### src/rtl/uart_pkg.sv
// Shared UART definitions: receive FSM encoding, frame constants, result
// payload and the parity helper used by both the transmit and receive engines.
package uart_pkg;

  typedef enum logic [1:0] {
    ST_IDLE  = 2'd0,
    ST_START = 2'd1,
    ST_RECV  = 2'd2
  } rx_state_e;

  localparam int unsigned DATA_BITS_7       = 7;
  localparam int unsigned MAX_FRAME_SAMPLES = 10;

  // Result of one received frame as presented to the read side
  typedef struct packed {
    logic [7:0] data;
    logic       perr;
    logic       ferr;
  } rx_result_t;

  // Parity bit the transmitter would send: even sense when ohel=0, odd when 1
  function automatic logic par_calc(input logic [7:0] data, input logic eight,
                                    input logic ohel);
    logic p;
    p = eight ? ^data : ^data[DATA_BITS_7-1:0];
    return p ^ ohel;
  endfunction

endpackage

### src/rtl/rx_engine_if.sv
// Receive-engine bus: serial line, frame format controls and the
// processor-side read interface.
//   master : drives RX, K, eight, parity, OHEL, READ; observes results
//   slave  : the receive engine
interface rx_engine_if #(
  parameter int unsigned K_W = 19
);
  logic           RX;
  logic [K_W-1:0] K;
  logic           eight;
  logic           parity;
  logic           OHEL;
  logic           READ;
  logic [7:0]     UART_RDATA;
  logic           RXRDY;
  logic           PERR;
  logic           FERR;
  logic           OVF;

  modport master (
    output RX, K, eight, parity, OHEL, READ,
    input  UART_RDATA, RXRDY, PERR, FERR, OVF
  );

  modport slave (
    input  RX, K, eight, parity, OHEL, READ,
    output UART_RDATA, RXRDY, PERR, FERR, OVF
  );
endinterface

### src/rtl/rx_sync.sv
// Generic multi-flop synchronizer, resets to 1 (idle line level).
//   clk, rst_n : clock, async active-low reset
//   d_i        : asynchronous input
//   q_o        : synchronized output
module rx_sync #(
  parameter int unsigned STAGES = 2
) (
  input  logic clk,
  input  logic rst_n,
  input  logic d_i,
  output logic q_o
);

  logic [STAGES-1:0] sync_q;

  always_ff @(posedge clk or negedge rst_n) begin
    if (!rst_n) sync_q <= '1;
    else        sync_q <= {sync_q[STAGES-2:0], d_i};
  end

  assign q_o = sync_q[STAGES-1];

endmodule

### src/rtl/rx_engine.sv
// UART receive engine: recovers start / 7-8 data / optional parity / stop
// frames from RX and presents byte plus PERR/FERR/OVF status.
//   clk, rst : clock, async active-low reset
//   bus      : rx_engine_if slave (line, format controls, read interface)
module rx_engine
  import uart_pkg::*;
#(
  parameter int unsigned K_W         = 19,
  parameter int unsigned SYNC_STAGES = 2
) (
  input logic        clk,
  input logic        rst,
  rx_engine_if.slave bus
);

  localparam int unsigned SW = MAX_FRAME_SAMPLES;

  logic rxs;

  rx_sync #(.STAGES(SYNC_STAGES)) u_sync (
    .clk  (clk),
    .rst_n(rst),
    .d_i  (bus.RX),
    .q_o  (rxs)
  );

  rx_state_e      state_q, state_d;
  logic [K_W-1:0] cnt_q, cnt_d;
  logic [3:0]     bitcnt_q, bitcnt_d;
  logic [SW-1:0]  shreg_q, shreg_d;
  rx_result_t     res_q, res_d;
  logic           rxrdy_q, rxrdy_d;
  logic           ovf_q, ovf_d;

  logic           hbtu, btu;
  logic [3:0]     n_samples;
  logic [SW:0]    frame;
  logic [8:0]     aligned;
  logic [7:0]     data;
  logic           pbit;

  assign hbtu      = (cnt_q == (bus.K >> 1));
  assign btu       = (cnt_q == bus.K);
  assign n_samples = 4'd8 + 4'(bus.eight) + 4'(bus.parity);

  // Shift register contents including the sample being taken this clock;
  // the newest n_samples occupy the top bits, so shift b0 down to bit 0.
  assign frame   = {rxs, shreg_q};
  assign aligned = 9'(frame >> (4'(SW + 1) - n_samples));
  assign data    = {bus.eight & aligned[7], aligned[6:0]};
  assign pbit    = bus.eight ? aligned[8] : aligned[7];

  // Next-state and datapath
  always_comb begin
    state_d  = state_q;
    cnt_d    = cnt_q + K_W'(1);
    bitcnt_d = bitcnt_q;
    shreg_d  = shreg_q;
    res_d    = res_q;
    rxrdy_d  = rxrdy_q & ~bus.READ;
    ovf_d    = ovf_q & ~bus.READ;
    case (state_q)
      ST_IDLE: begin
        cnt_d    = '0;
        bitcnt_d = '0;
        if (!rxs) state_d = ST_START;
      end
      ST_START: begin
        if (hbtu) begin
          cnt_d = '0;
          if (!rxs) begin
            state_d  = ST_RECV;
            bitcnt_d = '0;
          end else begin
            state_d = ST_IDLE;
          end
        end
      end
      ST_RECV: begin
        if (btu) begin
          cnt_d    = '0;
          shreg_d  = frame[SW:1];
          bitcnt_d = bitcnt_q + 4'd1;
          if (bitcnt_q == n_samples - 4'd1) begin
            state_d    = ST_IDLE;
            res_d.data = data;
            res_d.perr = bus.parity & (pbit != par_calc(data, bus.eight, bus.OHEL));
            res_d.ferr = ~rxs;
            rxrdy_d    = 1'b1;
            // A read on the completion clock consumes the old byte: no overrun
            ovf_d      = ~bus.READ & (ovf_q | rxrdy_q);
          end
        end
      end
      default: state_d = ST_IDLE;
    endcase
  end

  // State and output registers
  always_ff @(posedge clk or negedge rst) begin
    if (!rst) begin
      state_q  <= ST_IDLE;
      cnt_q    <= '0;
      bitcnt_q <= '0;
      shreg_q  <= '0;
      res_q    <= '0;
      rxrdy_q  <= 1'b0;
      ovf_q    <= 1'b0;
    end else begin
      state_q  <= state_d;
      cnt_q    <= cnt_d;
      bitcnt_q <= bitcnt_d;
      shreg_q  <= shreg_d;
      res_q    <= res_d;
      rxrdy_q  <= rxrdy_d;
      ovf_q    <= ovf_d;
    end
  end

  assign bus.UART_RDATA = res_q.data;
  assign bus.PERR       = res_q.perr;
  assign bus.FERR       = res_q.ferr;
  assign bus.RXRDY      = rxrdy_q;
  assign bus.OVF        = ovf_q;

endmodule

### src/flat_wrapper.sv
// flat-port wrapper written by rule: the top's interface ports become plain ports
module rx_engine_flat import uart_pkg::*;
#(
  parameter int unsigned K_W         = 19,
  parameter int unsigned SYNC_STAGES = 2
)
  (clk, rst, bus_RX, bus_K, bus_eight, bus_parity, bus_OHEL, bus_READ, bus_UART_RDATA, bus_RXRDY, bus_PERR, bus_FERR, bus_OVF);
  rx_engine_if #(.K_W(K_W)) bus_i ();
  input logic clk;
  input logic rst;
  input wire logic [$bits(bus_i.RX)-1:0] bus_RX;
  input wire logic [$bits(bus_i.K)-1:0] bus_K;
  input wire logic [$bits(bus_i.eight)-1:0] bus_eight;
  input wire logic [$bits(bus_i.parity)-1:0] bus_parity;
  input wire logic [$bits(bus_i.OHEL)-1:0] bus_OHEL;
  input wire logic [$bits(bus_i.READ)-1:0] bus_READ;
  output wire logic [$bits(bus_i.UART_RDATA)-1:0] bus_UART_RDATA;
  output wire logic [$bits(bus_i.RXRDY)-1:0] bus_RXRDY;
  output wire logic [$bits(bus_i.PERR)-1:0] bus_PERR;
  output wire logic [$bits(bus_i.FERR)-1:0] bus_FERR;
  output wire logic [$bits(bus_i.OVF)-1:0] bus_OVF;
  assign bus_i.RX = bus_RX;
  assign bus_i.K = bus_K;
  assign bus_i.eight = bus_eight;
  assign bus_i.parity = bus_parity;
  assign bus_i.OHEL = bus_OHEL;
  assign bus_i.READ = bus_READ;
  assign bus_UART_RDATA = bus_i.UART_RDATA;
  assign bus_RXRDY = bus_i.RXRDY;
  assign bus_PERR = bus_i.PERR;
  assign bus_FERR = bus_i.FERR;
  assign bus_OVF = bus_i.OVF;
  rx_engine #(.K_W(K_W), .SYNC_STAGES(SYNC_STAGES)) u_core (.clk(clk), .rst(rst), .bus(bus_i));
endmodule
### config.mk
export PLATFORM = sky130hd
export DESIGN_NAME = rx_engine_flat
export DESIGN_NICKNAME = d
export VERILOG_FILES = /design/src/rtl/uart_pkg.sv /design/src/rtl/rx_engine_if.sv /design/src/rtl/rx_sync.sv /design/src/rtl/rx_engine.sv /design/src/flat_wrapper.sv
export SDC_FILE = /design/constraint.sdc
export NUM_CORES = 1
export LEC_CHECK = 0
export ABC_AREA = 1
export BUFFER_PORTS_ARGS = -buffer_cell sky130_fd_sc_hd__buf_2
export CAP_MARGIN = 20
export CORE_MARGIN = 1
export CORE_UTILIZATION = 64
export CTS_CLUSTER_SIZE = 25
export DETAILED_ROUTE_END_ITERATION = 8
export GPL_TIMING_DRIVEN = 0
export PLACE_DENSITY = 0.86
export SYNTH_ARGS = -nofsm -noshare
export SYNTH_HDL_FRONTEND = slang
export SYNTH_SLANG_ARGS = --single-unit
### constraint.sdc
create_clock -name clk -period 5 [get_ports clk]
set_input_delay 0.25 -clock clk [delete_from_list [all_inputs] [get_ports clk]]
set_output_delay 0.25 -clock clk [all_outputs]
set_load 0.05 [all_outputs]
Yosys cells after proc, flatten, opt, wreduce, memory -nomap -nowiden
Cells that the tools add are included.
Word-level totals
  bits in registers: 49
  bits of input ports: 26
  output and inout port bits: 12
  word-level logic and storage cells: 66
Operators by class
  add/sub/neg operators: 6
  equal/unequal tests: 11
  shifts and indexed selects: 1
  muxes and demuxes: 21
  bitwise operators: 9
  reduce and logical (&&, ||, !) cells: 8
Operators by type and width (count)
  one-hot mux 19 bit (3 select lines): 1
  2-to-1 mux 19 bit: 2
  adder 19 x 1 -> 19 bit (second input constant): 1
  equality test 19 x 18 -> 1 bit: 1
  equality test 19 bit: 1
  2-to-1 mux 4 bit: 3
  one-hot mux 4 bit (3 select lines): 1
  right shift 11 x 4 -> 9 bit: 1
  2-to-1 mux 2 bit: 5
  2-to-1 mux 1 bit: 8
  AND reduction 4 bit: 2
  XOR reduction 8 bit: 1
  XOR reduction 7 bit: 1
  inequality test 2 x 1 -> 1 bit (second input constant): 3
  one-hot mux 2 bit (3 select lines): 1
  bitwise AND 1 bit: 5
  adder 4 x 1 -> 4 bit: 1
  adder 4 x 1 -> 4 bit (first input constant): 1
  adder 4 x 1 -> 4 bit (second input constant): 1
  equality test 4 bit: 1
  inequality test 2 bit (second input constant): 2
  subtractor 4 x 1 -> 4 bit (second input constant): 1
  subtractor 4 bit (first input constant): 1
  AND reduction 3 bit: 1
  other kinds (9): 10

Depth between registers and ports, before layout
Gate-level depths: netlist of run 1.
  depth after elaboration: 10
  gate-level depth with buffers: 20
  gate-level depth less buffers: 18

By module
From an unflattened synthesis of run 1, not the netlist that was laid out.
Second synthesis, totals
  cell total of the unflattened synthesis: 501
  area total of the unflattened synthesis: 3479.6 um2
By module, submodules not included
  rx_engine: times used 1, cells an instance 499, area an instance 3427.0 um2, seq. area each 1176.1 um2
  rx_sync: times used 1, cells an instance 2, area an instance 52.6 um2, seq. area each 52.6 um2

Least setup slack after synthesis of run 1
OpenSTA, ideal clock, no wires.
  kind: input port to flip-flop
  start: input bus_eight
  end: register u_core.res_q, in the netlist u_core.bus.PERR
  data arrival time: 1.701 ns
  data required time: 4.882 ns
  path slack: 3.181 ns
  cell stages on the path: 18
  path buffers: 2
  path through: inv_1 ha_1 buf_4 inv_1 buf_4 nand2_1 nand3_1 nand2_1 nor2_1 nand2_1 nand2_1 nand3_1 nand2_1 inv_1 nand2_1 nand2_1 nand2_1 nand2_1
On the way
  longest elaborated chain between the ends: 10
  elaborated cells on any way between the ends: 15
RTL lines
  start: declaration: line flat_wrapper.sv:13  | input wire logic [$bits(bus_i.eight)-1:0] bus_eight;
  adder 4 x 1 -> 4 bit (2 in series): line rx_engine.sv:44  | assign n_samples = 4'd8 + 4'(bus.eight) + 4'(bus.parity);
  subtractor 4 bit: line rx_engine.sv:49  | assign aligned = 9'(frame >> (4'(SW + 1) - n_samples));
  right shift 11 x 4 -> 9 bit: line rx_engine.sv:49
  bitwise AND 1 bit: line rx_engine.sv:50  | assign data = {bus.eight & aligned[7], aligned[6:0]};
  XOR reduction 8 bit: line uart_pkg.sv:25  | p = eight ? ^data : ^data[DATA_BITS_7-1:0];
  2-to-1 mux 1 bit: line uart_pkg.sv:25
  bitwise XOR 1 bit: line uart_pkg.sv:26  | return p ^ ohel;
  inequality test 1 bit: line rx_engine.sv:87  | res_d.perr = bus.parity & (pbit != par_calc(data, bus.eight, bus.OHEL));
  bitwise AND 1 bit: line rx_engine.sv:87
  end signal: assignment: line rx_engine.sv:114  | res_q <= res_d;
  end: declaration: line rx_engine.sv:31  | rx_result_t res_q, res_d;
Parallel ways exist; a longest one is shown, timed or not.
A chain may end at the register's enable or synchronous reset.

Final worst setup path of run 1
  start: register u_core.cnt_q[2]
  end: register u_core.cnt_q[6]
On the way
  longest elaborated chain between the ends: 3
  elaborated cells on any way between the ends: 6
RTL lines
  start: declaration: line rx_engine.sv:28  | logic [K_W-1:0] cnt_q, cnt_d;
  start signal: assignment: line rx_engine.sv:111  | cnt_q <= cnt_d;
  adder 19 x 1 -> 19 bit (tied with other cells): line rx_engine.sv:56  | cnt_d = cnt_q + K_W'(1);
  2-to-1 mux 19 bit (on tied branches): line rx_engine.sv:80, rx_engine.sv:69
  one-hot mux 19 bit (3 select lines) *: line rx_engine.sv:62  | case (state_q)
  net u_core.cnt_d[6]: line rx_engine.sv:28
Mark *: on every way through the listed nets, which the timed path passes. The rest lies on a longest branch.

==> results of run 1 <==
==> cell type report <==
cell class                 instances  area, um2
fill                             412       1280
tap                               70       87.6
inverter                          57        214
timing repair buffer              39        215
clock inverter                     2       38.8
buffer                            16        103
clock buffer                       6       72.6
sequential                        49       1230
multi-input combinational        359       1860
==> power by group through the flow <==
stage                     logic [mW]  registers [mW]  clock network (mW)
after floorplan                0.287           0.449                   0
after global placement         0.362           0.454                   0
after detailed placement       0.376           0.455                   0
after CTS                      0.377           0.447               0.293
after global routing           0.421           0.451               0.307
final                          0.377           0.448               0.289
==> how the worst max path moves through the flow <==
stage | from | end | slack (ns) | cells after the start
global route | u_core.cnt_q[2]$_DFF_PN0_ | u_core.shreg_q[2]$_DFFE_PN0P_ | 2.75 | 9
detailed placement | bus_eight | u_core.bus.PERR$_DFFE_PN0P_ | 2.83 | 20
floorplan | bus_eight | u_core.bus.PERR$_DFFE_PN0P_ | 3.18 | 18
CTS | u_core.cnt_q[2]$_DFF_PN0_ | u_core.cnt_q[6]$_DFF_PN0_ | 2.96 | 10
global placement | bus_eight | u_core.bus.PERR$_DFFE_PN0P_ | 2.86 | 20
finish | u_core.cnt_q[2]$_DFF_PN0_ | u_core.cnt_q[6]$_DFF_PN0_ | 2.97 | 10
==> flip-flops by register name (all words and copies together), names as in the netlist <==
signal and cells:
u_core.state_q 2, u_core.bitcnt_q 4, u_core.bus.FERR 1, u_core.bus.RXRDY 1, u_core.cnt_q 19, u_core.bus.OVF 1
u_core.bus.UART_RDATA 8, u_core.u_sync.sync_q 2, u_core.shreg_q 10, u_core.bus.PERR 1
==> per-layer routing <==
metal	vias to the layer above	wire length (um)
met3	14	422
met5	-	0
met1	1440	3640
met4	0	119
li1	1604	-
met2	102	3420
==> repair_timing <==
action,4_1_cts,5_1_grt
gates resized for setup,0,0
hold buffers,0,1
endpoints found under the hold margin,0,19
==> per-stage QoR <==
step | instances | instance area, um2 | util [%] | worst slack, ns | power (mW)
2_1_floorplan | 481 | 3410 | - | 3.18 | 0.736
3_3_place_gp | 588 | 3680 | 72.1 | 2.86 | 0.815
3_5_place_dp | 588 | 3680 | 72.1 | 2.83 | 0.831
4_1_cts | 596 | 3790 | 74.3 | 2.96 | 1.12
5_1_grt | 598 | 3820 | 74.8 | 2.75 | 1.18
6_report | 598 | 3820 | 74.8 | 2.97 | 1.11
==> Yosys cell counts (3+ instances only) <==
cell / instances
xor2_1: 19
nand3_1: 43
nor2_1: 39
ha_1: 4
clkbuf_1: 3
nand4_1: 11
dfrtp_1: 47
inv_1: 53
nand3b_1: 5
nor3_1: 6
nand2_1: 154
nor2_2: 7
xnor2_1: 25
buf_2: 8
o21ai_0: 24
a21oi_1: 6
inv_2: 4
==> kinds of logic after synthesis <==
family,synth area share [%]
flops,36.0
fa+ha+maj,1.47
xor+xnor,11.3
compound gates,5.47
simple gates,36.4
buf+inv,9.29
==> reports/results.ini, run 1 <==
[power]
clkPwrFrac_pct=25.9
p_sw_uw=405
p_leak_nw=1.92
p_sw_share_pct=36.3
vdd_ir_drop_max_v=0.000200
comb_power_share_pct=33.8
power_frac_seq_pct=40.2
powerDensity_nw_per_um2=291
internal_power_uw=709

[setup_path]
path_buf_inv=2
regToRegSetupSlack_ns=2.97
endpoint_kind=flip-flop
r2r_cells=10
critPathLaunchType=flip-flop
critical_path_class=flip-flop to flip-flop
crit_chain=buf_2 -> xnor2_1 -> nand2_1 -> nor3_1 -> nand3_1 -> nand2_2 -> nand2_4 -> nor2_8 -> buf_12 -> nor2_1
worst-path-max-fanout=10
crit_path_max_incr_delay_ns=0.36
critPathArrivalTime_ns=2.23
required_ns=5.20
r2r-end=u_core.cnt_q[6]$_DFF_PN0_
critPathTopFamily=simple AND/OR/NAND/NOR gates
regToRegStartpoint=u_core.cnt_q[2]$_DFF_PN0_
slowest_stage=dfrtp_1

[drt]
ant_nets=0
drc_errors=0
drt-vias-per-instance=5.28
routedWlPerCell_um=12.7
vias=3160
dr.pass1.iters=5
routed_wl_mm=7.60
drt_iter0_markers=163

[global_route]
grt_overflow=0
gr-usage-met1_pct=39.5
grtUsageMet2_pct=46.4
grt.met3_usage_pct=6.02
grt_start_max_net_pins=50
antenna_found_initial=0
grt_use_total_pct=29.1
grt.busiest_layer=met2
grt_pass1_vias=2804
grt_pass1_wl_mm=12.3

[final_layout]
diodes=0
final_common_cell=nand2_1
drive_above_1_share_pct=15.5
syn2layout_area_growth_pct=12.2
layout_common_cells=154 x nand2_1, 53 x inv_1, 47 x dfrtp_1
nNetsFinal=557

[worst_hold_path]
hold_end=u_core.u_sync.sync_q[0]$_DFF_PN1_
hold_depth=1
hold_class=input pin to flip-flop
min_from=bus_RX

[logic_synthesis]
ys_warn_count=0
syn_inst=481
synth_top_area_share_pct=34.5
yosysSeqAreaShare_pct=36.0
synth_area_leader_cell=dfrtp_1
syn_avg_cell_area_um2=7.09
synth-edff-count=0
synth_area_um2=3410
ys.flop_type=dfrtp_1
yosys-top-cells-area=dfrtp_1 35%, nand2_1 17%, xnor2_1 6.4%
synth_nets=511
synthArstFlopShare_pct=100
ys_ff_latch=49
ys_types=34

[die]
die_h_um=75.0
initial_core_util_pct=66.7
die-area_um2=5620
die_w_um=75.0
fp.coreArea_um2=5110
ios=38
row_count=26

[sta]
min_period_ns=2.03
tns_ns=0
fmax_mhz=493
timing.hold.ws_ns=0.0251
drv_slew=0
hold_viol_final=0
rsz0062_at_grt=false
max_slew_margin_pct=62.6
fin_worst_skew_ns=0.0115
setup_viol=0
period_share_pct=40.6
tightest_slew_ns=0.555

[clocking]
cts_max_level=2
clk_latency_ns=0.32
numCtsBuffers=5
clock-sinks=49
clockRootBuffer=clkbuf_8
clkSlewWorstSetupHoldPaths_ns=0.10
clockBufferDepth=2
tritoncts=done
cts_setup_buffers=0

[place]
dp_hpwl_mm=5.72
place_congestion=0.920
numPortBuffers=37

[flow_run]
maxCapViolCount=0

[run_status]
outcome=complete, no violations

Power figures use the tool's default switching activity.
==> run 2: changes to the inputs <==
--- a/config.mk
+++ b/config.mk
@@ -9,11 +9,11 @@
 export BUFFER_PORTS_ARGS = -buffer_cell sky130_fd_sc_hd__buf_2
 export CAP_MARGIN = 20
 export CORE_MARGIN = 1
-export CORE_UTILIZATION = 64
+export CORE_UTILIZATION = 53
 export CTS_CLUSTER_SIZE = 25
 export DETAILED_ROUTE_END_ITERATION = 8
 export GPL_TIMING_DRIVEN = 0
-export PLACE_DENSITY = 0.86
+export PLACE_DENSITY = 0.76
 export SYNTH_ARGS = -nofsm -noshare
 export SYNTH_HDL_FRONTEND = slang
 export SYNTH_SLANG_ARGS = --single-unit
==> constraint.sdc (replaced) <==
create_clock -name clk -period 1.75 [get_ports clk]
set_input_delay 0.0875 -clock clk [delete_from_list [all_inputs] [get_ports clk]]
set_output_delay 0.0875 -clock clk [all_outputs]
set_load 0.05 [all_outputs]
==> run 2 against run 1 <==
- the run now ends with setup timing left
- die area rose by 20%
- critical endpoint is now u_core.cnt_q[8]$_DFF_PN0_
- largest power group is now combinational logic
- register-to-register slack lost 3.1 ns
- global-route usage shrank 3.9 points
- highest routed layer unchanged
==> reports/results.ini, run 2 (same netlist as run 1, synthesis figures left out) <==
[run_status]
outcome=finished with violations
failed_checks=setup timing

[final_layout]
top_register=u_core.cnt_q
syn2layout_area_growth_pct=26.8
multiInputGateArea_um2=2030  ; +9.2%
layout_common_cells=145 x nand2_1, 49 x inv_1, 41 x nand3_1
diodes=0  ; unchanged
nFillCells=481  ; +17%
ff_latch_area_um2=1250  ; +1.4%
drive_above_1_share_pct=29.5  ; +14 points
final_common_cell=nand2_1
nNetsFinal=582  ; +4.5%
largest_register_ffs=19  ; unchanged

[die]
fp.coreArea_um2=6060  ; +19%
die-area_um2=6760  ; +20%
initial_core_util_pct=56.2  ; -10 points
ios=38  ; unchanged
row_count=28  ; +7.7%
die_h_um=82.2  ; +9.6%
die_w_um=82.2  ; +9.6%

[setup_path]
critical_path_class=flip-flop to flip-flop
endpoint_kind=flip-flop
regToRegSetupSlack_ns=-0.08  ; -3.05 ns
critPathLaunchType=flip-flop
critPathArrivalTime_ns=2.03  ; -0.20 ns
worst-path-max-fanout=5  ; -5
required_ns=1.95  ; -3.25 ns

[flow_run]
maxCapViolCount=0  ; unchanged

[power]
p_sw_share_pct=36.2  ; -0.16 points
p_sw_mw=1.36  ; +240%
powerDensity_nw_per_um2=871  ; +200%
power_frac_seq_pct=35.0  ; -5.2 points
internal_power_mw=2.40  ; +240%
comb_power_share_pct=42.2  ; +8.4 points
p_leak_nw=2.09  ; +8.7%
vdd_ir_drop_max_v=0.000591  ; +200%
clkPwrFrac_pct=22.8  ; -3.1 points

[sta]
fin_ws_ns=-0.0826  ; -3.05 ns
timing.hold.ws_ns=0.134  ; +0.109 ns
tightest_slew_ns=0.812  ; +0.257 ns
fin_worst_skew_ns=0.00577  ; -0.00572 ns
max_slew_margin_pct=45.3  ; -17 points
rsz0062_at_grt=true
fmax_mhz=546  ; +11%
period_share_pct=105  ; +64 points
min_period_ns=1.83  ; -0.198 ns
hold_viol_final=0  ; unchanged
drv_slew=0  ; unchanged
setup_viol=17  ; +17

[global_route]
grt_start_max_net_pins=50  ; unchanged
grt_overflow=0  ; unchanged
grt_pass1_vias=2938  ; +4.8%
grt_pass1_wl_mm=12.9  ; +5.2%
grt_use_total_pct=25.2  ; -3.9 points
antenna_found_initial=0  ; unchanged

[clocking]
tritoncts=done
numCtsBuffers=5  ; unchanged
clock-sinks=49  ; unchanged
clockRootBuffer=clkbuf_8
cts_max_level=2  ; unchanged
clkSlewWorstSetupHoldPaths_ns=0.09  ; about the same
clockBufferDepth=2  ; unchanged
clk_latency_ns=0.30  ; -0.02 ns

[drt]
drt-vias-per-instance=5.31  ; +0.41%
routed_wl_mm=8.51  ; +12%
drc_errors=0  ; unchanged
ant_nets=0  ; unchanged
routedWlPerCell_um=13.5  ; +6.6%
drt_iter0_markers=207  ; +27%
vias=3332  ; +5.4%
dr.pass1.iters=5  ; unchanged

[place]
dp_hpwl_mm=5.77  ; +0.75%
place_congestion=0.853  ; -7.3%
dp_slack_ns=-0.304  ; -3.14 ns
numPortBuffers=37  ; unchanged

[worst_hold_path]
hold_class=input pin to flip-flop

## run 2: cell count changes in the layout (fill, tap and decap cells not counted), sizes merged
| cell | delta |
|---|---|
| buf | +25 |
| clkbuf | -2 |
| clkinv | -1 |
| clkinvlp | +1 |
| dlygate4sd3 | +2 |
## run 2: worst max-delay path: stages (launching register included)
cell       delay [ns]
dfrtp_2          0.46
inv_2            0.12
o22ai_1          0.09
nor2_1           0.11
nand3b_1         0.10
nor2_2           0.12
nand3_2          0.13
nand2_4          0.12
nand2_4          0.07
nor2_8           0.19
clkbuf_16        0.19
nor2_2           0.04
## run 2: final timing paths
path,from,cells after the start,endpoint
min in group asynchronous,rst,2,u_core.shreg_q[8]$_DFFE_PN0P_
worst min-delay path,bus_eight,3,u_core.bus.UART_RDATA[7]$_DFFE_PN0P_
worst min register to register,u_core.u_sync.sync_q[0]$_DFF_PN1_,0,u_core.u_sync.sync_q[1]$_DFF_PN1_
max in group asynchronous,rst,3,u_core.cnt_q[1]$_DFF_PN0_
worst max-delay path,u_core.cnt_q[7]$_DFF_PN0_,11,u_core.cnt_q[8]$_DFF_PN0_
worst max register to register,u_core.cnt_q[7]$_DFF_PN0_,11,u_core.cnt_q[8]$_DFF_PN0_
## run 2: through the flow
step | power (mW) | TNS (ns) | cells | instance area [um2] | utilization [%]
after floorplan | 2.10 | 0 | 481 | 3410 | -
after global placement | 2.34 | -3.64 | 593 | 3690 | 60.8
after detailed placement | 2.37 | -5.95 | 593 | 3690 | 60.8
after CTS | 3.48 | -0.0747 | 613 | 3980 | 65.6
after global routing | 3.94 | -2.96 | 628 | 4320 | 71.3
final | 3.76 | -0.821 | 628 | 4320 | 71.3
## run 2: power groups by stage
stage	Combinational (mW)	Sequential [mW]	Clock (mW)
6_report	1.59	1.32	0.857
5_1_grt	1.71	1.33	0.907
4_1_cts	1.30	1.30	0.881
3_5_place_dp	1.07	1.30	0
3_3_place_gp	1.04	1.30	0
2_1_floorplan	0.821	1.28	0
## run 2: timing repair
action,in CTS,in global routing
pin swaps,5,11
gates resized for setup,20,76
endpoints found under the hold margin,3,14
cloned,0,2
hold buffers,2,1
setup buffers,15,11
setup endpoints to repair,42,45
## run 2: area by class of cell
type,count,share of cell area [%]
sequential,49,28.8
clock buffer,6,1.91
inverter,57,5.07
multi-input combinational,359,47.1
buffer,11,2.52
timing repair buffer,69,11.5
clock inverter,2,0.869
tap,75,2.17
## run 2: layer usage
| metal | global-route usage (%) | share of wire (%) |
|---|---|---|
| met5 | 0 | 0 |
| met3 | 3.08 | 4.5 |
| met4 | 6.84 | 2.6 |
| met1 | 31.6 | 43 |
| met2 | 45.4 | 50 |
